File: config.mk
export PLATFORM = sky130hd
export DESIGN_NAME = fifo_rd_stream
export DESIGN_NICKNAME = d
export VERILOG_FILES = /design/src/rtl/fifo_stream_pkg.sv /design/src/rtl/fifo_rd_skid_buf.sv /design/src/rtl/fifo_rd_stream.sv
export SDC_FILE = /design/constraint.sdc
export NUM_CORES = 1
export LEC_CHECK = 0
export BUFFER_PORTS_ARGS = -buffer_cell sky130_fd_sc_hd__buf_2
export CAP_MARGIN = 20
export CORE_ASPECT_RATIO = 0.5
export CORE_MARGIN = 3
export CORE_UTILIZATION = 50
export DETAILED_ROUTE_END_ITERATION = 12
export PLACE_DENSITY = 0.75
export SLEW_MARGIN = 20
export SYNTH_ARGS = -nofsm -noshare
export SYNTH_HDL_FRONTEND = slang
export SYNTH_SLANG_ARGS = --single-unit
File: constraint.sdc
create_clock -name clk -period 2.3 [get_ports clk]
set_clock_uncertainty 0.05 [all_clocks]
set_input_delay 0.23 -clock clk [delete_from_list [all_inputs] [get_ports clk]]
set_output_delay 0.23 -clock clk [all_outputs]
set_load 0.005 [all_outputs]
File: src/rtl/fifo_stream_pkg.sv
// Shared definitions for the FIFO read-side stream engine.
package fifo_stream_pkg;

    typedef enum logic {
        RL_FWFT = 1'b0,
        RL_REG  = 1'b1
    } read_latency_e;

    localparam int DEFAULT_DATA_WIDTH = 32;
    localparam int SKID_DEPTH         = 2;
    localparam int OCC_WIDTH          = $clog2(SKID_DEPTH + 1);

endpackage

File: src/rtl/fifo_rd_skid_buf.sv
// Two-entry in-order buffer: registered head (out_*) plus one skid entry.
module fifo_rd_skid_buf
    import fifo_stream_pkg::*;
#(
    parameter int DATA_WIDTH = DEFAULT_DATA_WIDTH
) (
    input  logic                  clk,
    input  logic                  rst_n,
    input  logic                  in_valid,
    input  logic [DATA_WIDTH-1:0] in_data,
    output logic                  out_valid,
    output logic [DATA_WIDTH-1:0] out_data,
    input  logic                  out_ready,
    output logic [OCC_WIDTH-1:0]  occ
);

    logic                  skid_valid;
    logic [DATA_WIDTH-1:0] skid_data;
    logic                  pop;

    assign pop = out_valid & out_ready;
    assign occ = OCC_WIDTH'(out_valid) + OCC_WIDTH'(skid_valid);

    // On a pop the skid word always goes ahead of any incoming word to keep order.
    always_ff @(posedge clk or negedge rst_n) begin
        if (!rst_n) begin
            out_valid  <= 1'b0;
            out_data   <= '0;
            skid_valid <= 1'b0;
            skid_data  <= '0;
        end else if (pop) begin
            if (skid_valid) begin
                out_data <= skid_data;
                if (in_valid) begin
                    skid_data <= in_data;
                end else begin
                    skid_valid <= 1'b0;
                end
            end else if (in_valid) begin
                out_data <= in_data;
            end else begin
                out_valid <= 1'b0;
            end
        end else if (in_valid) begin
            if (!out_valid) begin
                out_valid <= 1'b1;
                out_data  <= in_data;
            end else begin
                skid_valid <= 1'b1;
                skid_data  <= in_data;
            end
        end
    end

endmodule

File: src/rtl/fifo_rd_stream.sv
// Drains a handshake FIFO read port into a registered valid/ready stream and counts beats.
module fifo_rd_stream
    import fifo_stream_pkg::*;
#(
    parameter int DATA_WIDTH   = DEFAULT_DATA_WIDTH,
    parameter int READ_LATENCY = 0,
    parameter int CNT_WIDTH    = 32
) (
    input  logic                  clk,
    input  logic                  rst_n,
    input  logic                  fifo_empty,
    input  logic [DATA_WIDTH-1:0] fifo_data,
    output logic                  fifo_rd_en,
    output logic                  m_valid,
    output logic [DATA_WIDTH-1:0] m_data,
    input  logic                  m_ready,
    output logic [CNT_WIDTH-1:0]  beat_cnt
);

    localparam bit REG_READ = (READ_LATENCY == int'(RL_REG));

    logic                 inflight;
    logic                 pop;
    logic                 cap_valid;
    logic [OCC_WIDTH-1:0] occ;
    logic [OCC_WIDTH-1:0] level;

    assign pop       = m_valid & m_ready;
    assign level     = occ + OCC_WIDTH'(inflight);
    assign cap_valid = REG_READ ? inflight : fifo_rd_en;

    // Credit counts inflight words too, so the buffer can never overflow.
    always_comb begin
        fifo_rd_en = 1'b0;
        if (rst_n && !fifo_empty) begin
            if (REG_READ) begin
                fifo_rd_en = (level < OCC_WIDTH'(SKID_DEPTH)) ||
                             (pop && (level == OCC_WIDTH'(SKID_DEPTH)));
            end else begin
                fifo_rd_en = (occ < OCC_WIDTH'(SKID_DEPTH)) || pop;
            end
        end
    end

    always_ff @(posedge clk or negedge rst_n) begin
        if (!rst_n) begin
            inflight <= 1'b0;
        end else begin
            inflight <= REG_READ && fifo_rd_en;
        end
    end

    always_ff @(posedge clk or negedge rst_n) begin
        if (!rst_n) begin
            beat_cnt <= '0;
        end else if (pop) begin
            beat_cnt <= beat_cnt + 1'b1;
        end
    end

    fifo_rd_skid_buf #(
        .DATA_WIDTH(DATA_WIDTH)
    ) u_skid (
        .clk      (clk),
        .rst_n    (rst_n),
        .in_valid (cap_valid),
        .in_data  (fifo_data),
        .out_valid(m_valid),
        .out_data (m_data),
        .out_ready(m_ready),
        .occ      (occ)
    );

endmodule

==> reports/qor.txt, run 1 <==
Reg2reg setup slack: 0.55 ns
Worst min path class: input port to flop
CTS root buf: clkbuf_16
Fin nets: 501
Share of post-route cells with drive strength above 1: 0.288
Area delta synth->final: 22.6%
Avg Inst Size Synth: 12.0 sq um
Drt pass-1 iters: 7
GRT Residual Overflow: 0
Buf/Inv on CP: 3
HPWL after DPL: 6110 microns
Num rows: 23
Critical setup path kind: input port to flop
Worst Max-Slew Pin Slew: 0.529 ns
GPL Wtd Cong: 0.791
CTS tree: built
CP required: 2.46 ns
Total Wirelength: 8520 microns
Fin crit share: 0.854
Worst Reg-to-Reg Cells: 4
RR Endpoint: beat_cnt[30]
Crit start category: input port
Max incr delay on CP: 0.52 ns
Rel. slew slack: 0.645
Clock Latency Late Sink: 0.34 ns
Total track usage: 0.181
Total CTS buffers: 9
Slew Viols, Final: 0
Wirelength per Cell: 14.7 microns
Antenna Diode Count: 0
Hold path endpoint: u_skid.skid_data[7]
CTS HTree Levels: 3
Max FO, Critical Path: 22
Post-Layout Cell Count: 581
Routed length on met2: 4230 microns
Residual DRC: 0
Fmax: 509 MHz
I/O Buffers: 101
Minimum clock period: 1.97 ns
Mapped Nets: 397
Initial antenna violation count: 0
Initial Utilization: 0.527
Met1 WL: 3860 microns
Setup Buffers After CTS: 0
CP endpoint kind: flop
Leak Pwr: 2.70 nW
Worst path top cell family by delay: buffers and inverters
DIE AREA: 9870 sq um
Final hold viol count: 0
I/O pins: 102
Pwr/cell area: 1120 nW/um^2
Most common cell on crit path: buf_4
Highest Signal Layer: met4
Vias in the first global route: 2954
Die width: 138 microns
Core Box Area: 8200 sq um
Cells after synthesis: 360
# placed instances: 564
CTS clk-pin slew, worst paths: 0.06 ns
Total power: 0.00594 W
Setup violators final: 0
Peak VDD IR: 437 uV
Initial DRC Count: 104
Fill count: 680
Detail-routed via count per cell: 5.15
Die Ht: 71.8 microns
DR WL met3: 362 microns
CP Cell Sequence: dlygate4sd3_1 > buf_4 > nand2b_1 > nor3b_4 > buf_4 > mux2_1
Clock sinks: 98
Outcome: finished clean
Post-place setup slack: 0.481 ns
Hold Path Cell Cnt: 2
Yosys warnings: 0
Setup_tns: 0 ns
Buffer depth of the longest clock path: 2
Worst hold start: fifo_data[7]
Max-cap violations: 0
FF+latch count, synth: 98
R2R Path Start: u_skid.out_valid
Post-synth cell types: 32
Unrepaired setup endpoints after global routing: no
Routed via count: 2993
Routed Antenna Nets: 0
Final Cell Area: 5310 sq um
Sequential area share after synthesis: 0.567
Placed Area: 4940 sq um
Largest net degree at the start of global routing: 43
Post-Syn Area: 4330 sq um
Critical path arrival: 2.13 ns
Setup ws final: 0.335 ns
Slowest CP cell: dlygate4sd3_1
First-pass GRT wire length: 14000 microns
==> how the worst max path moves through the flow <==
| stage | slack, ns | depth (start not counted) | endpoint | start |
|---|---|---|---|---|
| after floorplan | 0.68 | 5 | u_skid.skid_data[0] | u_skid.skid_valid |
| after global placement | 0.51 | 5 | u_skid.skid_data[10] | rst_n |
| after detailed placement | 0.48 | 5 | u_skid.skid_data[20] | rst_n |
| after CTS | 0.30 | 6 | u_skid.skid_data[14] | rst_n |
| after global routing | 0.18 | 6 | u_skid.skid_data[21] | rst_n |
| final | 0.33 | 6 | u_skid.skid_data[23] | rst_n |
==> flip-flops by register name, summed over array words and instances, names as in the netlist <==
name,flops
beat_cnt,32
u_skid.out_data,32
u_skid.out_valid,1
u_skid.skid_data,32
u_skid.skid_valid,1
==> through the flow <==
| stage | util | hold slack [ns] |
|---|---|---|
| after CTS | 0.647 | 0.0609 |
| final | 0.647 | 0.0714 |
| after global placement | 0.602 | 0.0827 |
| after global routing | 0.647 | 0.0672 |
| after detailed placement | 0.602 | 0.0814 |
| after floorplan | - | -0.116 |
==> cells in the mapped netlist, drive strengths merged <==
| cell | count | area share |
|---|---|---|
| a31oi | 1 | 0.0014 |
| dfrtp | 98 | 0.57 |
| and2 | 4 | 0.0058 |
| nand2 | 13 | 0.011 |
| nand4 | 14 | 0.023 |
| nand2b | 1 | 0.0014 |
| buf | 15 | 0.022 |
| ha | 1 | 0.0029 |
| a21oi | 34 | 0.040 |
| and4 | 3 | 0.0061 |
| clkbuf | 2 | 0.0020 |
| nand3 | 13 | 0.015 |
| and3 | 7 | 0.010 |
| nor4 | 3 | 0.013 |
| nor2 | 39 | 0.034 |
| inv | 5 | 0.0043 |
| nor3 | 5 | 0.0058 |
| mux2 | 33 | 0.086 |
| o21ai | 2 | 0.0023 |
| nor2b | 1 | 0.0014 |
| nor3b | 2 | 0.0061 |
| mux2i | 32 | 0.074 |
| xor2 | 12 | 0.024 |
| xnor2 | 20 | 0.040 |
==> where the power goes <==
group          leakage (nW)  internal [W]  total (W)  switching, W
clock                 0.169       0.00112    0.00173      0.000606
combinational          1.33      0.000760    0.00150      0.000739
sequential             1.20       0.00235    0.00271      0.000363
total                  2.70       0.00423    0.00594       0.00171
==> cells in the final DEF, fill, tap and decap left out, types with 2 or more instances in the layout <==
| cell type | count |
|---|---|
| mux2_1 | 30 |
| nor3_1 | 5 |
| mux2i_1 | 32 |
| mux2_2 | 3 |
| buf_4 | 9 |
| clkbuf_8 | 2 |
| inv_1 | 5 |
| and3_1 | 7 |
| bufinv_16 | 3 |
| o21ai_0 | 2 |
| and2_1 | 4 |
| nand4_2 | 2 |
| and4_1 | 3 |
| a21oi_1 | 33 |
| buf_2 | 100 |
| nand2_1 | 13 |
| nand3_1 | 12 |
| xor2_1 | 12 |
| nand4_1 | 12 |
| nor4_4 | 2 |
| nor2_1 | 39 |
| xnor2_1 | 20 |
| clkbuf_16 | 9 |
| dfrtp_1 | 98 |
==> what timing repair did <==
| item | 4_1_cts | 5_1_grt |
|---|---|---|
| hold endpoints to repair | 19 | 0 |
| hold buffers | 1 | 0 |
| resized for setup | 0 | 0 |
==> metal layers <==
metal / global-route usage / up-vias
met2: 0.302 / 58
met1: 0.235 / 1460
met5: 0 / -
met3: 0.0477 / 6
met4: 0.0531 / 0
li1: - / 1469
==> area by class of cell <==
| cell class | instances | area, sq um | area share |
|---|---|---|---|
| clock buffers | 12 | 256 | 0.0483 |
| clock inverters | 4 | 97.6 | 0.0184 |
| inverters | 5 | 18.8 | 0.00354 |
| multi-input cells | 240 | 1760 | 0.332 |
| flip-flops and latches | 98 | 2450 | 0.462 |
| well taps | 112 | 140 | 0.0264 |
| repair buffers | 110 | 578 | 0.109 |
==> worst register-to-register path: cells and delay by family (launching register included) <==
kind | cells | cell delay [ns]
flops | 1 | 0.56
simple gates | 3 | 0.86
xor+xnor | 1 | 0.16
==> cell families (layout without fill, tap and decap cells) <==
group / count (synthesis) / count (layout) / share of synthesized area
AO/OA/AOI/OAI: 37 / 37 / 0.0440
XOR/XNOR: 32 / 32 / 0.0648
adder cells (fa/ha/maj): 1 / 1 / 0.00289
buffers and inverters: 22 / 131 / 0.0286
flip-flops: 98 / 98 / 0.567
multiplexers: 65 / 65 / 0.160
AND/OR/NAND/NOR: 105 / 105 / 0.133
(Power assumes the default switching activity.)
==> run 2: changes to the inputs <==
--- a/config.mk
+++ b/config.mk
@@ -5,13 +5,15 @@
 export SDC_FILE = /design/constraint.sdc
 export NUM_CORES = 1
 export LEC_CHECK = 0
+export ABC_AREA = 1
 export BUFFER_PORTS_ARGS = -buffer_cell sky130_fd_sc_hd__buf_2
 export CAP_MARGIN = 20
 export CORE_ASPECT_RATIO = 0.5
 export CORE_MARGIN = 3
 export CORE_UTILIZATION = 50
 export DETAILED_ROUTE_END_ITERATION = 12
-export PLACE_DENSITY = 0.75
+export GPL_ROUTABILITY_DRIVEN = 0
+export PLACE_DENSITY = 0.74
 export SLEW_MARGIN = 20
 export SYNTH_ARGS = -nofsm -noshare
 export SYNTH_HDL_FRONTEND = slang
==> constraint.sdc (replaced) <==
create_clock -name clk -period 2.5 [get_ports clk]
set_clock_uncertainty 0.05 [all_clocks]
set_input_delay 0.25 -clock clk [delete_from_list [all_inputs] [get_ports clk]]
set_output_delay 0.25 -clock clk [all_outputs]
set_load 0.005 [all_outputs]
==> reports/qor.txt, run 2 <==
Sequential area share after synthesis: 0.520
Largest net degree at the start of global routing: 84
Die Ht: 74.6 microns
Slew Viols, Final: 0
Mux share of post-synthesis cell area: 0
CTS clk-pin slew, worst paths: 0.07 ns
Cells after synthesis: 560
Buffer depth of the longest clock path: 2
Post-synth top cells: 139 x nand2_1, 98 x dfrtp_1, 96 x a21oi_1, 75 x nand3_1, 35 x nor2_1
Num rows: 24
Largest family of logic cells by synthesized area: simple AND/OR/NAND/NOR gates
Adder-cell share of the synthesized area: 0.00266
Outcome: finished clean
Top_reg_cell synth: dfrtp_1
Post-synth cell types: 26
Area delta synth->final: 17.2%
Largest regs: beat_cnt x32, u_skid.out_data x32, u_skid.skid_data x32
Die width: 143 microns
Leak Pwr: 2.75 nW
I/O pins: 102
Critical path arrival: 2.00 ns
Largest area contributor in the netlist: dfrtp_1
Vias in the first global route: 4095
First-pass GRT wire length: 20000 microns
Crit start category: input port
Setup Buffers After CTS: 0
Max FO, Critical Path: 23
Setup_tns: 0 ns
CTS root buf: clkbuf_16
Fmax: 435 MHz
Max incr delay on CP: 0.53 ns
Ys async rst share: 1.00
Total Wirelength: 11900 microns
Clock Latency Late Sink: 0.35 ns
Initial antenna violation count: 0
Slowest CP cell: dlygate4sd3_1
Detail-routed via count per cell: 5.46
Pwr/cell area: 805 nW/um^2
Top cells by area, synth: dfrtp_1 52%, nand2_1 11%, a21oi_1 10%
Antenna Diode Count: 0
Final hold viol count: 0
Yosys top cell area share: 0.520
Post-Syn Area: 4710 sq um
Drt pass-1 iters: 4
Total CTS buffers: 9
Critical setup path kind: input port to output port
Hold Path Cell Cnt: 3
CP required: 2.20 ns
CP Cell Sequence: dlygate4sd3_1 > buf_4 > inv_1 > nor2_1 > o21ai_2 > inv_2 > buf_2
Post-synth EDFFs: 0
CTS tree: built
Xor/xnor cell area share of the yosys netlist: 0.0353
Wirelength per Cell: 15.5 microns
RR Endpoint: u_skid.out_data[30]
Residual DRC: 0
Mapped Nets: 597
Worst Reg-to-Reg Cells: 7
Most frequent cells in the layout: 139 x nand2_1, 100 x buf_2, 98 x dfrtp_1
Setup violators final: 0
Clock sinks: 98
R2R Path Start: u_skid.out_valid
# placed instances: 755
Post-Layout Cell Count: 770
I/O Buffers: 101
Logic pwr share: 0.212
Core Box Area: 8920 sq um
Initial Utilization: 0.528
DIE AREA: 10700 sq um
Worst min path class: input port to flop
Avg Inst Size Synth: 8.41 sq um
Clk pwr share: 0.289
Commonest non-fill, non-tap cell in the layout: nand2_1
Peak VDD IR: 462 uV
Minimum clock period: 2.30 ns
Fin nets: 687
Fin crit share: 0.920
Synth Area in Compound Gates: 0.107
Total track usage: 0.236
Yosys warnings: 0
FF+latch count, synth: 98
Worst Max-Slew Pin Slew: 0.763 ns
Reg2reg setup slack: 0.38 ns
Routed via count: 4207
HPWL after DPL: 7830 microns
Unrepaired setup endpoints after global routing: no
CP endpoint kind: output port
Hold path endpoint: u_skid.skid_data[14]
Worst hold start: fifo_data[14]
Crit path launch: rst_n
Top-count cell post-synth: nand2_1
Net Switching: 0.00142 W
Max-cap violations: 0
Switch share: 0.319
Flop pwr share: 0.499
Routed Antenna Nets: 0
Rel. slew slack: 0.491
Simple-Gate Fraction of Synth Area: 0.272
GRT Residual Overflow: 0
Share of post-route cells with drive strength above 1: 0.211
Fill count: 824
Initial DRC Count: 281
CTS HTree Levels: 3
Internal power: 0.00303 W
## run 2: cell count changes in the layout (fill, tap and decap cells not counted), moves of 6 or more
cell,before,now
nand3b_1,0,7
mux2_1,30,0
xnor2_1,20,9
inv_1,5,31
and3_1,7,0
nand2_1,13,139
mux2i_1,32,0
nand2_4,0,6
nand3_1,12,75
a21oi_1,33,96
## run 2: area by class of cell
class	count	area [sq um]	share of cell area
multi-input combinational	400	1970	0.356
inverter	34	130	0.0236
clock buffer	10	239	0.0433
sequential	98	2450	0.444
tap	117	146	0.0265
timing repair buffer	107	559	0.101
clock inverter	4	28.8	0.00521
## run 2: kinds of logic after synthesis
logic type	count (synthesis)
AOI/OAI and AO/OA	100
xor gates and xnor gates	19
adders and majority gates	1
buffers and inverters	62
DFF	98
and+or+nand+nor	280
## run 2: how the worst max path moves through the flow
stage	end	slack, ns	cells after the start
5_1_grt	u_skid.out_data[23]	0.03	9
3_5_place_dp	u_skid.out_data[30]	0.40	7
4_1_cts	fifo_rd_en	0.18	7
2_1_floorplan	beat_cnt[22]	1.06	8
3_3_place_gp	u_skid.out_data[0]	0.44	5
6_report	fifo_rd_en	0.20	7
## run 2: per-layer routing
| metal | routed length (microns) | part of all wire | GRT usage | up-vias |
|---|---|---|---|---|
| li1 | - | - | - | 2019 |
| met1 | 5540 | 0.46 | 0.318 | 2054 |
| met2 | 5640 | 0.47 | 0.390 | 122 |
| met3 | 649 | 0.054 | 0.0641 | 12 |
| met4 | 128 | 0.011 | 0.0595 | 0 |
| met5 | 0 | 0 | 0 | - |
## run 2: power by group through the flow
stage	clock network (W)	registers, W	logic (W)
2_1_floorplan	0	0.00221	0.000557
6_report	0.00128	0.00222	0.000942
3_5_place_dp	0	0.00224	0.000953
3_3_place_gp	0	0.00224	0.000912
4_1_cts	0.00130	0.00222	0.000955
5_1_grt	0.00137	0.00227	0.00107
## run 2: critical path, delay by kind of cell
family | cells | cell delay [ns]
buf+inv | 5 | 1.42
simple gates | 1 | 0.22
compound gates | 1 | 0.10
## run 2: what timing repair did
| action | 4_1_cts | 5_1_grt |
|---|---|---|
| gates resized for setup | 0 | 0 |
| hold buffers | 1 | 0 |
| hold endpoints to repair | 15 | 0 |
## run 2: metrics by stage
stage	hold WS, ns	setup WS (ns)	cell area [sq um]	util	total power, W
2_1_floorplan	-0.0956	1.06	4710	-	0.00276
3_3_place_gp	0.0835	0.436	5240	0.588	0.00315
3_5_place_dp	0.0833	0.399	5240	0.588	0.00319
4_1_cts	0.0886	0.177	5520	0.619	0.00448
5_1_grt	0.103	0.0309	5520	0.619	0.00471
6_report	0.0979	0.201	5520	0.619	0.00444
